$ cat config.mk
export PLATFORM = sky130hd
export DESIGN_NAME = tutor_sched
export DESIGN_NICKNAME = d
export VERILOG_FILES = /design/src/rtl/tutor_sched.sv
export SDC_FILE = /design/constraint.sdc
export NUM_CORES = 1
export LEC_CHECK = 0
export CORE_MARGIN = 2
export CORE_UTILIZATION = 28
export CTS_CLUSTER_DIAMETER = 60
export DETAILED_ROUTE_END_ITERATION = 16
export GPL_TIMING_DRIVEN = 0
export PLACE_DENSITY = 0.46
export SYNTH_ARGS = -nofsm -noshare
export SYNTH_HDL_FRONTEND = slang
export SYNTH_SLANG_ARGS = --single-unit
$ cat constraint.sdc
create_clock -name clk_i -period 5.9 [get_ports clk_i]
set_clock_uncertainty 0.2 [all_clocks]
set_input_delay 1.18 -clock clk_i [delete_from_list [all_inputs] [get_ports clk_i]]
set_output_delay 1.18 -clock clk_i [all_outputs]
set_load 0.005 [all_outputs]
$ cat src/rtl/tutor_sched.sv
// tutor_sched: song-tutor scheduler for the FPGA piano.
// Owns the free-play / tutor mode, picks which song tutor runs and holds
// the rest in reset. Routes the active tutor's hint LEDs to the board,
// blinks the hint after an idle timeout, counts presses and latches a score.
//
// state  | meaning
// -------+-----------------------------------------------------------
// FREE   | free play, all tutors held in reset, board LEDs dark
// SELECT | choosing a song, one-hot LED shows sel
// PLAY   | tutor sel released, hint LEDs routed, presses counted
// DONE   | celebrate blink for CELEB_CYCLES, then back to SELECT
//
// Ports:
//   clk_i        system clock
//   rst_i        asynchronous active-high reset
//   note_i       current key code, NOTE_NONE = no key
//   mode_btn_i   pulse: toggle free/tutor (highest priority)
//   song_btn_i   pulse: next song in SELECT, abort in PLAY
//   start_btn_i  pulse: start selected song
//   tutor_led_i  hint LEDs, tutor i on [8i+7:8i]
//   song_done_i  completion pulse per tutor
//   tutor_rst_o  1 holds tutor i in reset
//   free_mode_o  1 in FREE
//   sel_o        selected song index
//   led_o        board LEDs
//   presses_o    press count of the current attempt
//   score_o      press count latched at last completion
module tutor_sched #(
    parameter int         NUM_SONGS      = 4,
    parameter int         TIMEOUT_CYCLES = 50_000_000,
    parameter int         BLINK_CYCLES   = 12_500_000,
    parameter int         CELEB_CYCLES   = 100_000_000,
    parameter logic [3:0] NOTE_NONE      = 4'd0
) (
    input  logic                   clk_i,
    input  logic                   rst_i,
    input  logic [3:0]             note_i,
    input  logic                   mode_btn_i,
    input  logic                   song_btn_i,
    input  logic                   start_btn_i,
    input  logic [8*NUM_SONGS-1:0] tutor_led_i,
    input  logic [NUM_SONGS-1:0]   song_done_i,
    output logic [NUM_SONGS-1:0]   tutor_rst_o,
    output logic                   free_mode_o,
    output logic [2:0]             sel_o,
    output logic [7:0]             led_o,
    output logic [7:0]             presses_o,
    output logic [7:0]             score_o
);

    localparam int IW = $clog2(TIMEOUT_CYCLES) + 1;
    localparam int BW = $clog2(BLINK_CYCLES) + 1;
    localparam int CW = $clog2(CELEB_CYCLES) + 1;

    localparam logic [IW-1:0] IDLE_MAX   = IW'(TIMEOUT_CYCLES);
    localparam logic [BW-1:0] BLINK_LAST = BW'(BLINK_CYCLES - 1);
    localparam logic [CW-1:0] CELEB_LAST = CW'(CELEB_CYCLES - 1);
    localparam logic [2:0]    SEL_LAST   = 3'(NUM_SONGS - 1);

    typedef enum logic [1:0] {S_FREE, S_SELECT, S_PLAY, S_DONE} state_t;

    state_t               state_q, state_d;
    logic [2:0]           sel_q, sel_d;
    logic [NUM_SONGS-1:0] tutor_rst_q, tutor_rst_d;
    logic                 free_q, free_d;
    logic [7:0]           led_q, led_d;
    logic [7:0]           presses_q, presses_d;
    logic [7:0]           score_q, score_d;
    logic [3:0]           prev_note_q;
    logic [IW-1:0]        idle_q, idle_d;
    logic [BW-1:0]        blink_cnt_q, blink_cnt_d;
    logic                 phase_q, phase_d;
    logic [CW-1:0]        celeb_q, celeb_d;

    logic [7:0] hint;
    logic       done_sel;
    logic       press;
    logic       blink_run;
    logic       enter_play;
    logic [7:0] presses_inc;

    always_comb begin
        hint     = '0;
        done_sel = 1'b0;
        for (int i = 0; i < NUM_SONGS; i++) begin
            if (sel_q == 3'(i)) begin
                hint     = tutor_led_i[8*i +: 8];
                done_sel = song_done_i[i];
            end
        end
    end

    assign press = (note_i != NOTE_NONE) && (prev_note_q == NOTE_NONE);

    // A press suppresses the blink in its own cycle so the hint comes back
    // on the very next LED update rather than one cycle later.
    assign blink_run = ((state_q == S_PLAY) && (idle_q == IDLE_MAX) && !press)
                     || (state_q == S_DONE);

    // State register
    always_ff @(posedge clk_i or posedge rst_i) begin
        if (rst_i) begin
            state_q <= S_FREE;
            sel_q   <= '0;
        end else begin
            state_q <= state_d;
            sel_q   <= sel_d;
        end
    end

    // Next-state logic; mode_btn overrides everything
    always_comb begin
        state_d = state_q;
        sel_d   = sel_q;
        if (mode_btn_i) begin
            state_d = (state_q == S_FREE) ? S_SELECT : S_FREE;
        end else begin
            unique case (state_q)
                S_FREE: ;
                S_SELECT: begin
                    if (start_btn_i)
                        state_d = S_PLAY;
                    else if (song_btn_i)
                        sel_d = (sel_q == SEL_LAST) ? 3'd0 : sel_q + 3'd1;
                end
                S_PLAY: begin
                    if (done_sel)
                        state_d = S_DONE;
                    else if (song_btn_i)
                        state_d = S_SELECT;
                end
                S_DONE: begin
                    if (celeb_q == CELEB_LAST)
                        state_d = S_SELECT;
                end
                default: state_d = S_FREE;
            endcase
        end
    end

    // Output logic: registered outputs follow the next state, LEDs the current
    always_comb begin
        tutor_rst_d = '1;
        if (state_d == S_PLAY) begin
            for (int i = 0; i < NUM_SONGS; i++)
                if (sel_d == 3'(i)) tutor_rst_d[i] = 1'b0;
        end
        free_d = (state_d == S_FREE);
        led_d  = 8'h00;
        unique case (state_q)
            S_FREE:   led_d = 8'h00;
            S_SELECT: led_d = 8'd1 << sel_q;
            S_PLAY:   led_d = (blink_run && !phase_q) ? 8'h00 : hint;
            S_DONE:   led_d = {8{phase_q}};
            default:  led_d = 8'h00;
        endcase
    end

    assign enter_play  = (state_q != S_PLAY) && (state_d == S_PLAY);
    assign presses_inc = (press && presses_q != 8'hFF) ? presses_q + 8'd1 : presses_q;

    always_comb begin
        presses_d = presses_q;
        score_d   = score_q;
        idle_d    = idle_q;
        if (enter_play) begin
            presses_d = '0;
            idle_d    = '0;
        end else if (state_q == S_PLAY) begin
            presses_d = presses_inc;
            if (press)
                idle_d = '0;
            else if (idle_q != IDLE_MAX)
                idle_d = idle_q + 1'b1;
        end
        if (state_q == S_PLAY && !mode_btn_i && done_sel)
            score_d = presses_inc;

        // Phase restarts at 1 whenever blinking starts or the state changes
        if (state_d != state_q || !blink_run) begin
            blink_cnt_d = '0;
            phase_d     = 1'b1;
        end else if (blink_cnt_q == BLINK_LAST) begin
            blink_cnt_d = '0;
            phase_d     = !phase_q;
        end else begin
            blink_cnt_d = blink_cnt_q + 1'b1;
            phase_d     = phase_q;
        end

        celeb_d = (state_q == S_DONE && state_d == S_DONE) ? celeb_q + 1'b1 : '0;
    end

    always_ff @(posedge clk_i or posedge rst_i) begin
        if (rst_i) begin
            tutor_rst_q <= '1;
            free_q      <= 1'b1;
            led_q       <= '0;
            presses_q   <= '0;
            score_q     <= '0;
            prev_note_q <= NOTE_NONE;
            idle_q      <= '0;
            blink_cnt_q <= '0;
            phase_q     <= 1'b1;
            celeb_q     <= '0;
        end else begin
            tutor_rst_q <= tutor_rst_d;
            free_q      <= free_d;
            led_q       <= led_d;
            presses_q   <= presses_d;
            score_q     <= score_d;
            prev_note_q <= note_i;
            idle_q      <= idle_d;
            blink_cnt_q <= blink_cnt_d;
            phase_q     <= phase_d;
            celeb_q     <= celeb_d;
        end
    end

    assign tutor_rst_o = tutor_rst_q;
    assign free_mode_o = free_q;
    assign sel_o       = sel_q;
    assign led_o       = led_q;
    assign presses_o   = presses_q;
    assign score_o     = score_q;

endmodule

==> impl_metrics.ini, run 1 <==
[status]
status = finished, final reports clean

[sta]
rsz0062_at_grt = no
holdWs_ps = 285
fin_crit_sh_pct = 65.2
hold_viol_final = 0
worst_pin_slew_ps = 697
slew_violations = 0
clock.fmax_mhz = 260
max-slew-margin-rel_pct = 52.2
setup_viol = 0
min_period_ps = 3850

[clock_network]
cts_buffers = 17
path_clk_slew_ps = 60
cts_hold_repair.buffers = 0
cts_max_level = 4
clockBufferDepth = 2
clk_latency_ps = 410
cts_setup_buffers = 0
cts-resized-gates = 0
tritoncts = done
clock_sinks = 119
cts_root_buf = clkbuf_16

[critical_path]
required_ps = 6010
critPathMaxFanout = 10
start_kind = input pin
path_class = in2reg
cp-end-kind = register
worst_ep_arrival_time_ps = 3960
r2r_cells = 8

[placement]
portBuffers = 76
dpl.hpwl_mm = 11.9
dpl_cell_area_um2 = 7620
gp_congestion = 0.756

[synthesis]
synthDistinctLibCells = 60
synth_nets = 718
synth-seq-cells = 119
yosysMostFrequentCell = dfrtp_1
synthFlopType = dfrtp_1
syn_avg_cell_area_um2 = 9.75
syn-cell-area_um2 = 6470
synth_edf_count = 0
synthTopCellsByCount = dfrtp_1, nor2_1, xnor2_1, nand2_1
yosysTopAreaCellShare_pct = 43.7
ys_warn_count = 0
syn-instance-count = 664
yosysSeqAreaShare_pct = 46.1
yosys.area.top_type = dfrtp_1
synthArstFlopShare_pct = 100
synth_area_leaders = dfrtp_1, xnor2_1, nor2_1

[min_path]
hold_depth = 2
hold_path.class = reg2reg

[power_and_ir_drop]
p_leak_nw = 3.11
ir_worst_vdd_mv = 0.149
power_density_nw_per_um2 = 327
total_power_mw = 2.67

[detailed_routing]
viasPerCell = 5.00
vias = 5293
drt-total-wl_mm = 16.9
drc_errors = 0
wl_per_cell_um = 16.0
detail-route-antenna-nets = 0
drtIter0Drc = 265
first_pass_iters = 5

[cells_and_area]
seq_area_um2 = 2990
antenna_cells = 0
fin_nets = 814
multi_input_area_um2 = 3250
design_area_um2 = 8180
synthToLayoutAreaGrowth_pct = 26.4
fillCellCount = 2215
final_layout_size_suffix_gt1_share_pct = 9.70
fin_util_pct = 36.1

[die]
die_w_um = 156
die_area_um2 = 24300
start_util_pct = 28.6
io_pins = 77
rows = 55
core_area_um2 = 22600
die_y_um = 156

[flow_run]
max_cap_viol_count = 0

[grt]
grt_pass1_wl_mm = 27.8
grt_pass1_vias = 5427
grt_max_degree = 69
grtUsageTotal_pct = 14.4
grt_overflow_total = 0
antenna_found_initial = 0
==> flip-flops by register name (all words and copies together), names as in the netlist <==
signal	cells
prev_note_q	4
blink_cnt_q	25
score_o	8
phase_q	1
sel_o	3
led_o	8
tutor_rst_o	4
celeb_q	28
presses_o	8
free_mode_o	1
idle_q	27
state_q	2
==> cell type report <==
| type | instances | share of cell area (%) |
|---|---|---|
| sequential | 119 | 36.5 |
| inverter | 25 | 1.21 |
| buffer | 27 | 1.76 |
| tap | 285 | 4.36 |
| clock buffer | 21 | 5.63 |
| clock inverter | 11 | 1.24 |
| timing repair buffer | 77 | 9.63 |
| multi-input combinational | 493 | 39.7 |
==> stage by stage <==
step / setup TNS, ps / worst slack (ps) / instances
floorplan: 0 / 1370 / 664
global placement: -55500 / -499 / 1025
detailed placement: 0 / 1520 / 1026
CTS: 0 / 1950 / 1058
global route: 0 / 1630 / 1058
finish: 0 / 2050 / 1058
==> cells by family after synthesis <==
logic type,count (synthesis),synth area share (%)
AND/OR/NAND/NOR,308,27.9
flip-flops,119,46.1
AO/OA/AOI/OAI,95,9.43
XOR/XNOR,72,9.74
buffers and inverters,52,3.67
multiplexers,9,1.41
adder cells (fa/ha/maj),9,1.74
==> path summary, 6_finish.rpt <==
path / from / endpoint / slack, ps
setup / recovery: note_i[1] / blink_cnt_q[11] / 2050
hold / removal: score_o[0] / score_o[0] / 280
setup reg to reg: sel_o[0] / blink_cnt_q[16] / 2590
hold reg to reg: score_o[0] / score_o[0] / 280
max in group asynchronous: rst_i / celeb_q[14] / 3790
min in group asynchronous: rst_i / blink_cnt_q[18] / 1000
==> critical path, stage by stage <==
cell             delay [ps]
clkdlybuf4s50_1         420
nor4_1                  600
o21ai_1                 300
nor4_4                  570
mux2i_1                 370
buf_6                   260
nor4b_2                 260
==> where the power goes <==
part,total (mW),internal (mW),switching (mW)
registers,0.926,0.885,0.0412
logic,0.769,0.335,0.433
clock network,0.978,0.600,0.379
==> routing by layer <==
layer / track usage, % / wire (um)
met5: 0 / 0
met4: 5.55 / 237
met3: 2.97 / 375
met2: 22.9 / 8060
met1: 19.2 / 8210
==> cells in the final DEF (no fill, tap or decap), types with 4 or more instances in the layout <==
cell type | netlist | final
dfrtp_1 | 113 | 113
clkdlybuf4s50_1 | 0 | 76
nor2_1 | 71 | 71
xnor2_1 | 55 | 55
nand2_1 | 50 | 50
o21ai_0 | 27 | 27
nor3_1 | 27 | 27
nand3_1 | 27 | 27
a21oi_1 | 26 | 26
inv_1 | 25 | 24
nor4_1 | 22 | 22
nand4_1 | 17 | 17
xor2_1 | 17 | 17
clkbuf_16 | 0 | 17
clkbuf_1 | 14 | 16
nor4b_2 | 11 | 11
nor2b_1 | 10 | 10
and4_1 | 10 | 10
or3_1 | 10 | 10
ha_1 | 9 | 9
or4_1 | 8 | 8
mux2i_1 | 8 | 8
buf_2 | 7 | 7
and3_1 | 7 | 7
nor4b_1 | 7 | 7
nand3b_1 | 6 | 6
a21o_1 | 6 | 6
dfstp_2 | 6 | 6
a32o_1 | 5 | 5
nor4bb_1 | 4 | 4
and2_1 | 4 | 4
buf_6 | 4 | 4
o31ai_1 | 4 | 4
a221oi_1 | 4 | 4
clkinvlp_4 | 0 | 4
Note: power is estimated with default switching activity, not from simulation.
==> run 2, diff against run 1 <==
==> constraint.sdc (replaced) <==
create_clock -name clk_i -period 3.8 [get_ports clk_i]
set_clock_uncertainty 0.2 [all_clocks]
set_input_delay 0.76 -clock clk_i [delete_from_list [all_inputs] [get_ports clk_i]]
set_output_delay 0.76 -clock clk_i [all_outputs]
set_load 0.005 [all_outputs]
==> run 2 against run 1 <==
  * Power increased by 56%
  * Register-to-register slack lost 2200 ps
  * Sequential power increased by 54%
  * Count of clock-buffer cells in the layout decreased by 1
  * Utilization grew 0.19 points
  * Hold slack better by 1.8 ps
  * Largest power group unchanged
  * Largest cell class unchanged
  * Via count is 0.28% lower
  * Critical path depth rose by 1
==> impl_metrics.ini, run 2 (synthesized netlist as in run 1, its figures left out) <==
[critical_path]
critPathMaxStageDelay_ps = 760
worst_ep_arrival_time_ps = 3510
required_ps = 3910
path_cells = inv_1 -> ha_1 -> nand3b_1 -> a2111o_1 -> a311oi_2 -> mux2i_1 -> buf_2 -> nor3_1
worstSetupPathDepth = 8
critPathBufInv = 2
start_kind = register
crit_family = compound AO/OA/AOI/OAI gates
cp-end-kind = register
slowest_stage = mux2i_1
r2r_slack_ps = 400
critPathMaxFanout = 10
r2r_cells = 8
path_class = reg2reg

[die]
core_area_um2 = 22600
die_y_um = 156
die_area_um2 = 24300
die_w_um = 156
start_util_pct = 28.6
rows = 55
io_pins = 77

[cells_and_area]
largest_register_ff_count = 28
fillCellCount = 2281
final_common_cell = dfrtp_1
final_layout_size_suffix_gt1_share_pct = 9.94
fin_nets = 816
reg_top3 = celeb_q (28), idle_q (27), blink_cnt_q (25)
antenna_cells = 0
regMostFlops = celeb_q
synthToLayoutAreaGrowth_pct = 27.1
layout_common_cells = dfrtp_1, clkdlybuf4s50_1, nor2_1

[flow_run]
max_cap_viol_count = 0

[placement]
gp_congestion = 0.719
dpl.hpwl_mm = 11.9
portBuffers = 76

[grt]
grt_overflow_total = 0
grt_max_degree = 41
grt-busiest-layer = met2
use_met3_pct = 3.00
grtUsageTotal_pct = 14.0
grt_pass1_wl_mm = 27.0
antenna_found_initial = 0
use_met2_pct = 22.3
grt_pass1_vias = 5279
grt_use_met1_pct = 18.6

[sta]
clock.fmax_mhz = 294
setup_viol = 0
fin_crit_sh_pct = 89.4
worst_pin_slew_ps = 833
slew_violations = 0
min_period_ps = 3400
hold_viol_final = 0
max-slew-margin-rel_pct = 42.9
finalSetupTns_ps = 0
rsz0062_at_grt = no

[power_and_ir_drop]
ir_worst_vdd_mv = 0.222
p_leak_nw = 3.13
p_int_mw = 2.82
p_switching_mw = 1.34
pwr-share-comb_pct = 28.4
total_power_mw = 4.16
clockPowerShare_pct = 37.2
p_seq_share_pct = 34.5
power_density_nw_per_um2 = 506
swShare_pct = 32.2

[detailed_routing]
viasPerCell = 4.98
wl_per_cell_um = 15.5
drtIter0Drc = 306
first_pass_iters = 4
drc_errors = 0
detail-route-antenna-nets = 0
drt-total-wl_mm = 16.4
vias = 5278

[min_path]
hold_depth = 1
hold_path.class = reg2reg

[clock_network]
cts_setup_buffers = 0
clock_sinks = 119
tritoncts = done
cts_hold_repair.buffers = 0
path_clk_slew_ps = 60
cts_root_buf = clkbuf_16
cts_max_level = 4
clockBufferDepth = 2
clk_latency_ps = 420
cts_buffers = 17
cts-resized-gates = 0

[status]
status = finished, final reports clean
run 2: cell type report:
| class | count | area, um^2 | area share [%] |
|---|---|---|---|
| inverter | 25 | 97.6 | 1.19 |
| buffer | 27 | 144 | 1.75 |
| timing repair buffer | 79 | 828 | 10.1 |
| multi-input combinational | 493 | 3250 | 39.5 |
| tap | 285 | 357 | 4.33 |
| clock inverter | 12 | 119 | 1.44 |
| sequential | 119 | 2990 | 36.3 |
| clock buffer | 20 | 447 | 5.43 |
run 2: layer usage:
metal | wire (um) | part of all wire [%] | vias to the layer above
li1 | - | - | 2590
met1 | 7960 | 49 | 2604
met2 | 7720 | 47 | 58
met3 | 403 | 2.5 | 26
met4 | 311 | 1.9 | 0
met5 | 0 | 0 | -
run 2: path summary, 6_finish.rpt:
check | to | startpoint
worst max register to register | blink_cnt_q[16] | sel_o[0]
worst min register to register | celeb_q[0] | celeb_q[0]
worst min-delay path | celeb_q[0] | celeb_q[0]
min in group asynchronous | blink_cnt_q[19] | rst_i
worst max-delay path | blink_cnt_q[16] | sel_o[0]
max in group asynchronous | prev_note_q[2] | rst_i
run 2: power by group through the flow:
stage	Clock (mW)	Sequential (mW)	Combinational [mW]
4_1_cts	1.59	1.44	1.21
6_report	1.55	1.43	1.18
3_3_place_gp	0	1.45	1.19
3_5_place_dp	0	1.46	1.20
5_1_grt	1.65	1.45	1.32
2_1_floorplan	0	1.45	0.749
run 2: stage by stage:
step                      area, um^2  util (%)  cells  hold WS [ps]  setup WS (ps)
after detailed placement        7660      33.8   1028           280           20.8
after global placement          7590      33.5   1025           275           47.1
after floorplan                 6480         -    664           248           1060
final                           8230      36.3   1060           286            401
after CTS                       8230      36.3   1060           287            389
after global routing            8230      36.3   1060           314            213
==> run 3, diff against run 2 <==
--- a/config.mk
+++ b/config.mk
@@ -5,12 +5,13 @@
 export SDC_FILE = /design/constraint.sdc
 export NUM_CORES = 1
 export LEC_CHECK = 0
-export CORE_MARGIN = 2
+export CELL_PAD_IN_SITES_DETAIL_PLACEMENT = 1
+export CELL_PAD_IN_SITES_GLOBAL_PLACEMENT = 2
 export CORE_UTILIZATION = 28
 export CTS_CLUSTER_DIAMETER = 60
 export DETAILED_ROUTE_END_ITERATION = 16
 export GPL_TIMING_DRIVEN = 0
-export PLACE_DENSITY = 0.46
+export PLACE_DENSITY = 0.65
 export SYNTH_ARGS = -nofsm -noshare
 export SYNTH_HDL_FRONTEND = slang
 export SYNTH_SLANG_ARGS = --single-unit
==> run 3 against run 2 <==
  * Cell area rose by 0.20%
  * Wire length rose by 12%
  * Count of clock-buffer cells in the layout fell by 1
  * Cell count did not move
  * Global-route usage rose by 2.9 points
  * Clock power rose by 5%
  * Critical path depth fell by 1
  * Critical path type is now in2reg
  * Register-to-register slack improved by 40 ps
  * Non-clock buffer count did not move
==> impl_metrics.ini, run 3 (synthesized netlist as in run 1, its figures left out) <==
[min_path]
hold_path.class = reg2reg

[clock_network]
cts-resized-gates = 0
clockBufferDepth = 2
cts_root_buf = clkbuf_16
cts_setup_buffers = 0
cts_hold_repair.buffers = 0
cts_max_level = 4
clock_sinks = 119
tritoncts = done
clk_latency_ps = 420
cts_buffers = 17
path_clk_slew_ps = 60

[grt]
grt_pass1_vias = 5944
grt_pass1_wl_mm = 31.7
grt_max_degree = 42
grt_overflow_total = 0
antenna_found_initial = 0
grtUsageTotal_pct = 16.9

[cells_and_area]
antenna_cells = 0
regMostFlops = celeb_q
design_area_um2 = 8240
reg_top3 = celeb_q (28), idle_q (27), blink_cnt_q (25)
final_common_cell = dfrtp_1
fin_cells = 1060
largest_register_ff_count = 28
synthToLayoutAreaGrowth_pct = 27.4
fillCellCount = 2569
seq_area_um2 = 2990
fin_util_pct = 36.4
layout_common_cells = dfrtp_1, clkdlybuf4s50_1, nor2_1
fin_nets = 816
multi_input_area_um2 = 3250
final_layout_size_suffix_gt1_share_pct = 10.1

[status]
status = finished, final reports clean

[sta]
fin_crit_sh_pct = 90.1
clock.fmax_mhz = 292
hold_viol_final = 0
holdWs_ps = 293
max-slew-margin-rel_pct = 52.1
setup_viol = 0
min_period_ps = 3420
worst_pin_slew_ps = 708
slew_violations = 0
rsz0062_at_grt = no

[detailed_routing]
drc_errors = 0
drtIter0Drc = 234
first_pass_iters = 4
detail-route-antenna-nets = 0
viasPerCell = 5.04
vias = 5347
drt-total-wl_mm = 18.4
wl_per_cell_um = 17.4

[critical_path]
start_kind = input pin
worst_ep_arrival_time_ps = 3540
path_class = in2reg
required_ps = 3920
critPathMaxFanout = 10
cp-end-kind = register

[power_and_ir_drop]
power_density_nw_per_um2 = 519
ir_worst_vdd_mv = 0.273
p_leak_nw = 3.13

[die]
rows = 55
die_w_um = 154
start_util_pct = 28.6
die_area_um2 = 23700
die_y_um = 154
core_area_um2 = 22600
io_pins = 77

[placement]
gp_congestion = 0.748
dpl_cell_area_um2 = 7650
dp.cells = 1028
dpl.hpwl_mm = 13.3
portBuffers = 76

[flow_run]
max_cap_viol_count = 0
==> run 3: stage by stage <==
step	power, mW	setup TNS [ps]	setup WS [ps]
2_1_floorplan	2.20	0	1060
3_3_place_gp	2.65	-741	-75.4
3_5_place_dp	2.69	-1260	-103
4_1_cts	4.35	0	320
5_1_grt	4.53	0	55.6
6_report	4.28	0	377
==> run 3: final cells by class <==
class	count	area share (%)
multi-input combinational	493	39.4
sequential	119	36.2
timing repair buffer	79	9.96
clock buffer	19	5.37
tap	285	4.33
clock inverter	13	1.78
buffer	27	1.75
inverter	25	1.18
==> run 3: routing by layer <==
| layer | vias to the layer above | GRT usage, % | routed length [um] | part of all wire (%) |
|---|---|---|---|---|
| met2 | 50 | 29.7 | 9590 | 52 |
| met4 | 0 | 4.29 | 151 | 0.82 |
| met1 | 2712 | 20.8 | 8310 | 45 |
| met5 | - | 0 | 0 | 0 |
| met3 | 11 | 3.72 | 372 | 2.0 |
| li1 | 2574 | - | - | - |
==> run 3: path summary, 6_finish.rpt <==
check                                start             end  slack, ps  cells past startpoint
max in group asynchronous            rst_i      idle_q[21]       2190                      4
worst min register to register  score_o[1]      score_o[1]        290                      2
min in group asynchronous            rst_i        led_o[0]        460                      2
worst min-delay path            score_o[1]      score_o[1]        290                      2
worst max register to register    sel_o[1]  blink_cnt_q[9]        440                      8
worst max-delay path             note_i[1]  blink_cnt_q[0]        380                      7
==> run 3: worst max-delay path, cell delays in order <==
cell,delay [ps]
clkdlybuf4s50_1,430
nor4_1,580
o21ai_1,250
nor4_4,620
mux2i_1,370
buf_2,300
nor4b_2,230
==> run 3: report_power, final <==
group,switching (mW),internal (mW)
Combinational,0.675,0.525
Sequential,0.0752,1.37
Clock,0.639,0.989
